--- config.mk ---
export PLATFORM = sky130hd
export DESIGN_NAME = control_sequencer
export DESIGN_NICKNAME = d
export VERILOG_FILES = /design/src/rtl/control_sequencer.sv
export SDC_FILE = /design/constraint.sdc
export NUM_CORES = 1
export LEC_CHECK = 0
export BUFFER_PORTS_ARGS = -buffer_cell sky130_fd_sc_hd__buf_2
export CORE_AREA = 3 3 104 106
export DETAILED_ROUTE_END_ITERATION = 12
export DIE_AREA = 0 0 107 109
export HOLD_SLACK_MARGIN = 0.05
export PLACE_DENSITY = 0.67
export RECOVER_POWER = 25
export SYNTH_ARGS = -nofsm -noshare
export SYNTH_HDL_FRONTEND = slang
export SYNTH_SLANG_ARGS = --single-unit
--- constraint.sdc ---
create_clock -name clock -period 2.3 [get_ports clock]
set_input_delay 0.345 -clock clock [delete_from_list [all_inputs] [get_ports clock]]
set_output_delay 0.345 -clock clock [all_outputs]
set_load 0.01 [all_outputs]
--- src/rtl/control_sequencer.sv ---
// ============================================================================
// Module   : control_sequencer
// Purpose  : Top-level FETCH/EXECUTE/HALT sequencer of the control unit, with
//            branch resolution, NZCV flags, stall freeze and cycle watchdog.
// Revision : 1.0 - initial release
// ============================================================================
`default_nettype none

module control_sequencer #(
    parameter int          MAX_EXEC_CYCLES = 4,
    parameter logic [31:0] HALT_WORD       = 32'hD440_0000
) (
    input  logic        clock,
    input  logic        reset,
    input  logic        stall,
    input  logic [31:0] instruction_in,
    input  logic [4:0]  status_in,
    input  logic [32:0] decoded_controlword,
    input  logic [63:0] decoded_constant,
    output logic [31:0] instruction,
    output logic [1:0]  state,
    output logic [32:0] controlword,
    output logic [63:0] constant,
    output logic [3:0]  flags,
    output logic        halted,
    output logic        fault
);

    localparam logic [1:0]  PH_FETCH   = 2'd0;
    localparam logic [1:0]  PH_EXEC    = 2'd1;
    localparam logic [1:0]  PH_HALT    = 2'd2;
    localparam logic [32:0] C_FETCH_CW = 33'h0_0000_0100;
    localparam logic [3:0]  C_MAX      = 4'(MAX_EXEC_CYCLES);

    logic [1:0]  r_phase;
    logic [31:0] r_ir;
    logic [1:0]  r_state;
    logic [3:0]  r_flags;
    logic [2:0]  r_wdog;
    logic        r_fault;

    logic [1:0]  w_phase_nxt;
    logic [31:0] w_ir_nxt;
    logic [1:0]  w_state_nxt;
    logic [3:0]  w_flags_nxt;
    logic [2:0]  w_wdog_nxt;
    logic        w_fault_nxt;
    logic [32:0] w_cw;
    logic [32:0] w_exec_cw;
    logic [63:0] w_const;
    logic [3:0]  w_wdog_inc;
    logic        w_is_cbz;
    logic        w_is_cbnz;
    logic        w_is_bcond;
    logic        w_cond;
    logic        w_taken;
    logic        w_v;
    logic        w_c;
    logic        w_n;
    logic        w_z;

    assign w_v = r_flags[3];
    assign w_c = r_flags[2];
    assign w_n = r_flags[1];
    assign w_z = r_flags[0];

    assign w_is_cbz   = (r_ir[30:24] == 7'b0110100);
    assign w_is_cbnz  = (r_ir[30:24] == 7'b0110101);
    assign w_is_bcond = (r_ir[31:24] == 8'b01010100);

    // ARM condition-code table on the registered flags
    always_comb begin
        w_cond = 1'b1;
        case (r_ir[3:0])
            4'b0000: w_cond = w_z;
            4'b0001: w_cond = ~w_z;
            4'b0010: w_cond = w_c;
            4'b0011: w_cond = ~w_c;
            4'b0100: w_cond = w_n;
            4'b0101: w_cond = ~w_n;
            4'b0110: w_cond = w_v;
            4'b0111: w_cond = ~w_v;
            4'b1000: w_cond = w_c & ~w_z;
            4'b1001: w_cond = ~(w_c & ~w_z);
            4'b1010: w_cond = (w_n == w_v);
            4'b1011: w_cond = (w_n != w_v);
            4'b1100: w_cond = ~w_z & (w_n == w_v);
            4'b1101: w_cond = ~(~w_z & (w_n == w_v));
            default: w_cond = 1'b1;
        endcase
    end

    // ZR comes straight from the ALU so CBZ/CBNZ resolve in the same cycle
    always_comb begin
        w_taken = 1'b1;
        if (w_is_cbz) begin
            w_taken = status_in[0];
        end else if (w_is_cbnz) begin
            w_taken = ~status_in[0];
        end else if (w_is_bcond) begin
            w_taken = w_cond;
        end
        w_exec_cw = decoded_controlword;
        if (!w_taken) begin
            w_exec_cw[5:4] = 2'b01;
            w_exec_cw[3]   = 1'b0;
        end
    end

    assign w_wdog_inc = {1'b0, r_wdog} + 4'd1;

    always_comb begin
        w_phase_nxt = r_phase;
        w_ir_nxt    = r_ir;
        w_state_nxt = r_state;
        w_flags_nxt = r_flags;
        w_wdog_nxt  = r_wdog;
        w_fault_nxt = r_fault;
        w_cw        = '0;
        w_const     = '0;
        case (r_phase)
            PH_FETCH: begin
                if (!stall) begin
                    w_cw        = C_FETCH_CW;
                    w_ir_nxt    = instruction_in;
                    w_state_nxt = 2'b00;
                    w_wdog_nxt  = 3'd0;
                    w_phase_nxt = PH_EXEC;
                end
            end
            PH_EXEC: begin
                if (r_ir == HALT_WORD) begin
                    if (!stall) begin
                        w_phase_nxt = PH_HALT;
                    end
                end else begin
                    w_const = decoded_constant;
                    if (!stall) begin
                        w_cw = w_exec_cw;
                        if (decoded_controlword[1:0] == 2'b00) begin
                            w_phase_nxt = PH_FETCH;
                        end else begin
                            w_state_nxt = decoded_controlword[1:0];
                            w_wdog_nxt  = w_wdog_inc[2:0];
                            if (w_wdog_inc == C_MAX) begin
                                w_fault_nxt = 1'b1;
                                w_phase_nxt = PH_HALT;
                            end
                        end
                    end
                end
            end
            PH_HALT: begin
                w_cw = '0;
            end
            default: begin
                w_phase_nxt = PH_FETCH;
            end
        endcase
        // stall already zeroes w_cw, so a stalled status_load never lands
        if (w_cw[2]) begin
            w_flags_nxt = status_in[4:1];
        end
    end

    always_ff @(posedge clock or negedge reset) begin
        if (!reset) begin
            r_phase <= PH_FETCH;
            r_ir    <= '0;
            r_state <= 2'b00;
            r_flags <= 4'b0000;
            r_wdog  <= 3'd0;
            r_fault <= 1'b0;
        end else begin
            r_phase <= w_phase_nxt;
            r_ir    <= w_ir_nxt;
            r_state <= w_state_nxt;
            r_flags <= w_flags_nxt;
            r_wdog  <= w_wdog_nxt;
            r_fault <= w_fault_nxt;
        end
    end

    assign instruction = r_ir;
    assign state       = r_state;
    assign controlword = w_cw;
    assign constant    = w_const;
    assign flags       = r_flags;
    assign halted      = (r_phase == PH_HALT);
    assign fault       = r_fault;

endmodule

`default_nettype wire

# == After elaboration in Yosys (flattened, before gate mapping) ==
# Cells that the tools add are included.
# word_totals
romBits,0
ramBits,0
n_memories,0
reg_bits,44
latchBits,0
# op_classes
muxes,28
n_eq_ne,27
n_reduce_logical,8
multipliers,0
div_mod_pow,0
shifts,0
n_lt_le_gt_ge,0
add_sub_neg,1
n_bitwise,13
# op_table
operator,n
2-to-1 mux 64 bit,2
2-to-1 mux 33 bit,2
one-hot mux 33 bit (2 select lines),1
"== test 32 bit, second input constant",1
"== test 4 bit, second input constant",6
"== test 4 x 3 -> 1 bit, second input constant",5
2-to-1 mux 2 bit,10
2-to-1 mux 3 bit,5
"== test 7 x 6 -> 1 bit, second input constant",2
one-hot mux 1 bit (14 select lines),1
NOT 1 bit,11
AND reduction 5 bit,2
2-to-1 mux 9 bit,1
"== test 4 x 2 -> 1 bit, second input constant",2
"== test 8 x 7 -> 1 bit, second input constant",1
"inequality test 2 bit, second input constant",4
one-hot mux 2 bit (3 select lines),1
one-hot mux 3 bit (2 select lines),1
"adder 3 x 1 -> 4 bit, second input constant",1
"== test 4 x 1 -> 1 bit, second input constant",1
zero test 2 bit,2
zero test 4 bit,1
"inequality test 4 bit, second input constant",1
one-hot mux 2 bit (2 select lines),1
9 further kinds,12

# == Logic depth before layout (Yosys ltp) ==
# depth
depth_word,11
mapped_depth,7

# == Least setup slack after synthesis ==
# Ideal clock, no wire load.
# synth_timing
path_type,flip-flop to output port
start,"register r_ir[25], in the netlist instruction[25]"
end,output constant[13]
arrival_time_ns,1.822
setup_slack_ns,0.133
path_stages_with_launch,7
path_cell_list,dfrtp_1 nor4bb_1 nand3_1 o311a_1 clkbuf_1 clkbuf_1 and2_1
# synth_via
elab_chain_cells,3
# synth_rtl
element,line,text
start: declaration,36,logic [31:0] r_ir;
start signal: assignment,176,r_ir <= w_ir_nxt;
== test 32 bit,132,if (r_ir == HALT_WORD) begin
2-to-1 mux 64 bit,132,
2-to-1 mux 64 bit,121,case (r_phase)
end: declaration,23,"output logic [63:0] constant,"
# Every way passes these cells.

# == Worst setup path after layout ==
# layout_timing
start,"register r_ir[14], in the netlist instruction[14]"
end,output controlword[2]
# layout_via
elab_chain_cells,3
# layout_rtl
element,line,text
== test 32 bit,132,
2-to-1 mux 33 bit,132,
one-hot mux 33 bit (2 select lines),121,
end: declaration,22,"output logic [32:0] controlword,"
# Every way passes these cells.

==> impl_metrics.py <==
metrics = {
    "run_status": {
        "outcome": "complete, but fails checks",
        "failed_checks": "negative setup slack",
    },
    "sta": {
        "worst_slew_pin_slew_ns": 1.20,
        "report.final.slew_viol_count": 0,
        "setup_viol": 102,
        "relSlewSlack_pct": 20.0,
        "setup_tns_ns": -23.81,
        "finalCritPeriodShare_pct": 113,
        "fin_worst_skew_ns": 0.0122,
        "hold_violations": 0,
        "rsz0062_at_grt": "true",
        "finalCriticalPeriod_ns": 2.59,
        "max_freq_ghz": 0.386,
        "setup_slack_ns": -0.290,
    },
    "power": {
        "seq_power_share_pct": 25.3,
        "peakVddDrop_v": 0.000434,
        "finalPower_uw": 5940,
        "power_density_nw_per_um2": 1160,
        "p_sw_uw": 2280,
        "swShare_pct": 38.4,
        "clkPwrFrac_pct": 9.4,
        "power.internal_uw": 3660,
        "p_leak_uw": 0.00270,
        "comb_power_share_pct": 65.3,
    },
    "critical_path": {
        "crit_path_max_fanout": 6,
        "reg2reg_to": "flags[3]",
        "crit_type": "register to output port",
        "critPathLaunchType": "register",
        "crit_required_ns": 1.96,
        "reg2reg_setup_slack_ns": -0.07,
        "worstReg2RegStart": "instruction[14]",
        "cp_data_arrival_time_ns": 2.25,
        "critPathCaptureType": "output port",
        "r2r_cells": 7,
    },
    "global_route": {
        "grt_max_degree": 34,
        "antenna_found_initial": 1,
        "grt_pass1_vias": 3147,
        "grt_overflow": 0,
        "grt_use_total_pct": 17.0,
        "grt_pass1_wl_microns": 15700,
    },
    "worst_hold_path": {
        "holdCritPathClass": "input port to register",
        "min_from": "instruction_in[8]",
        "min_to": "instruction[8]",
        "min_delay_path_depth": 2,
    },
    "yosys": {
        "synth_compound_area_share_pct": 5.11,
        "yosysSeqAreaShare_pct": 41.6,
        "synthCells": 257,
        "syn_avg_cell_area_sq_um": 10.3,
        "synthXorXnorAreaFrac_pct": 1.99,
        "syn_nets": 395,
        "synth_top_family_by_area": "simple AND/OR/NAND/NOR gates",
        "netlist-cell-type-count": 41,
        "ys_warn_count": 0,
        "synthMuxAreaShare_pct": 17.1,
        "yosysTopAreaCellShare_pct": 41.6,
        "synth_area_sq_um": 2650,
        "synth_area_leaders": "dfrtp_1 42%, and2_1 22%, mux2_2 14%, mux2_4 2.3%, clkbuf_1 2.0%",
        "synth-seq-cells": 44,
        "synth_adder_area_share_pct": 0.473,
        "yosysTopAreaCell": "dfrtp_1",
        "synthSimpleGateAreaFrac_pct": 31.0,
    },
    "cts": {
        "worstSkewPairLatency_ns": 0.29,
        "ctsRootBufferMaster": "clkbuf_8",
        "htree_levels": 2,
        "numCtsBuffers": 5,
        "path_clk_slew_ns": 0.08,
        "cts_max_path_buffers": 2,
        "clock_sinks": 44,
        "cts_tree": "yes",
    },
    "floorplan": {
        "die_y_microns": 109,
        "start_util_pct": 26.8,
        "fp.coreArea_sq_um": 9860,
        "die_area_sq_um": 11700,
        "die_w_microns": 107,
        "num_rows": 36,
        "design.portCount": 274,
    },
    "cells_and_area": {
        "final_common_cell": "buf_2",
        "fin_area_sq_um": 5130,
        "num_antenna_cells": 0,
        "layout_common_cells": "221 x buf_2, 61 x buf_6, 53 x and2_4",
        "area_growth_pct": 93.9,
        "layout.cells.non_filler": 688,
        "drive_gt1_share_pct": 75.3,
        "fin_nets": 694,
    },
    "detailed_routing": {
        "drt-vias-per-instance": 4.47,
        "wl_per_cell_microns": 16.7,
        "num_vias": 3077,
        "drtIter0Drc": 92,
        "postRouteAntennaNets": 0,
        "drt_pre_antenna_iters": 4,
        "routed_wl_microns": 11500,
        "remaining_drc_errors": 0,
    },
    "placement": {
        "post_dp_cell_area_sq_um": 4290,
        "dpl.cell_count": 667,
        "globalplace.congestion": 0.799,
        "hpwl_microns": 8570,
        "port-buffer-count": 273,
    },
    "run": {
        "cap_violations": 0,
    },
}
[worst max-delay path, stage by stage, from the launching register on]
cell	delay [ns]
dfrtp_1	0.41
nor4_2	0.38
nand3_2	0.18
o311a_4	0.47
buf_4	0.17
and3b_2	0.22
buf_6	0.13
[metrics by stage]
step / util [%] / setup WS [ns] / hold slack [ns]
detailed placement: 43.5 / -0.0873 / 0.160
global placement: 43.5 / -0.106 / 0.157
floorplan: - / 0.133 / 0.0494
finish: 52.0 / -0.290 / 0.283
global route: 52.0 / -0.393 / 0.270
CTS: 47.9 / -0.332 / 0.274
[sequential cells by signal (all words and copies together), names as in the netlist]
| signal | count |
|---|---|
| instruction | 32 |
| r_wdog | 3 |
| state | 2 |
| fault | 1 |
| r_phase | 2 |
| flags | 4 |
[power by group through the flow]
stage	registers, uW	logic, uW	clock network, uW
floorplan	1610	1530	0
global placement	1440	2980	0
detailed placement	1470	3020	0
CTS	1480	3480	574
global route	1560	4180	606
finish	1500	3880	558
[synth_stat cells (all sizes together)]
master	number
nand3	2
nand2	3
and3	1
a22oi	1
nor3b	1
a311oi	1
nor2b	5
a21o	3
a211o	1
clkbuf	14
a32o	1
or3	2
a21oi	1
a22o	1
o311a	1
or2	2
nor4bb	3
nand4	1
ha	1
inv	1
nand2b	1
o21ai	2
mux2	37
nor2	6
mux2i	2
xor2	2
and4b	1
buf	2
nand3b	1
a31o	1
a21boi	1
o31a	2
dfrtp	44
and2	93
and3b	1
nor3	6
a221o	1
xnor2	4
nor4	4
[cells by family after synthesis]
kind of cell / count (synthesis)
and+or+nand+nor: 133
DFF: 44
muxes: 39
AOI/OAI and AO/OA: 17
buffers and inverters: 17
xor gates and xnor gates: 6
adders and majority gates: 1
[per-layer routing]
layer	GRT usage [%]	vias to the layer above	part of all wire, %
li1	-	1462	-
met1	19.6	1466	37
met2	31.6	137	55
met3	4.56	10	7.5
met4	3.56	2	1.0
met5	0	-	0.061
[what timing repair did]
action,CTS,global route
endpoints found under the setup margin,97,107
setup buffers,6,4
hold endpoints to repair,3,0
resized for setup,47,91
pin swaps,18,42
hold buffers,1,0
gates cloned,3,3
[cell type report]
cell class                      count  area (sq um)
Sequential cell                    44          1100
Timing Repair Buffer              308          2050
Tap cell                          133           166
Fill cell                         905          4740
Multi-Input combinational cell    196          1710
Inverter                            1          3.75
Clock buffer                        5          68.8
Clock inverter                      1          30.0
[worst max path at each step]
stage	from	end	slack [ns]
finish	instruction[14]	controlword[2]	-0.29
global route	instruction[25]	controlword[2]	-0.39
detailed placement	instruction[25]	constant[49]	-0.09
floorplan	instruction[25]	constant[13]	0.13
global placement	instruction[25]	constant[49]	-0.11
CTS	instruction[27]	controlword[11]	-0.33
(Power assumes the default switching activity.)
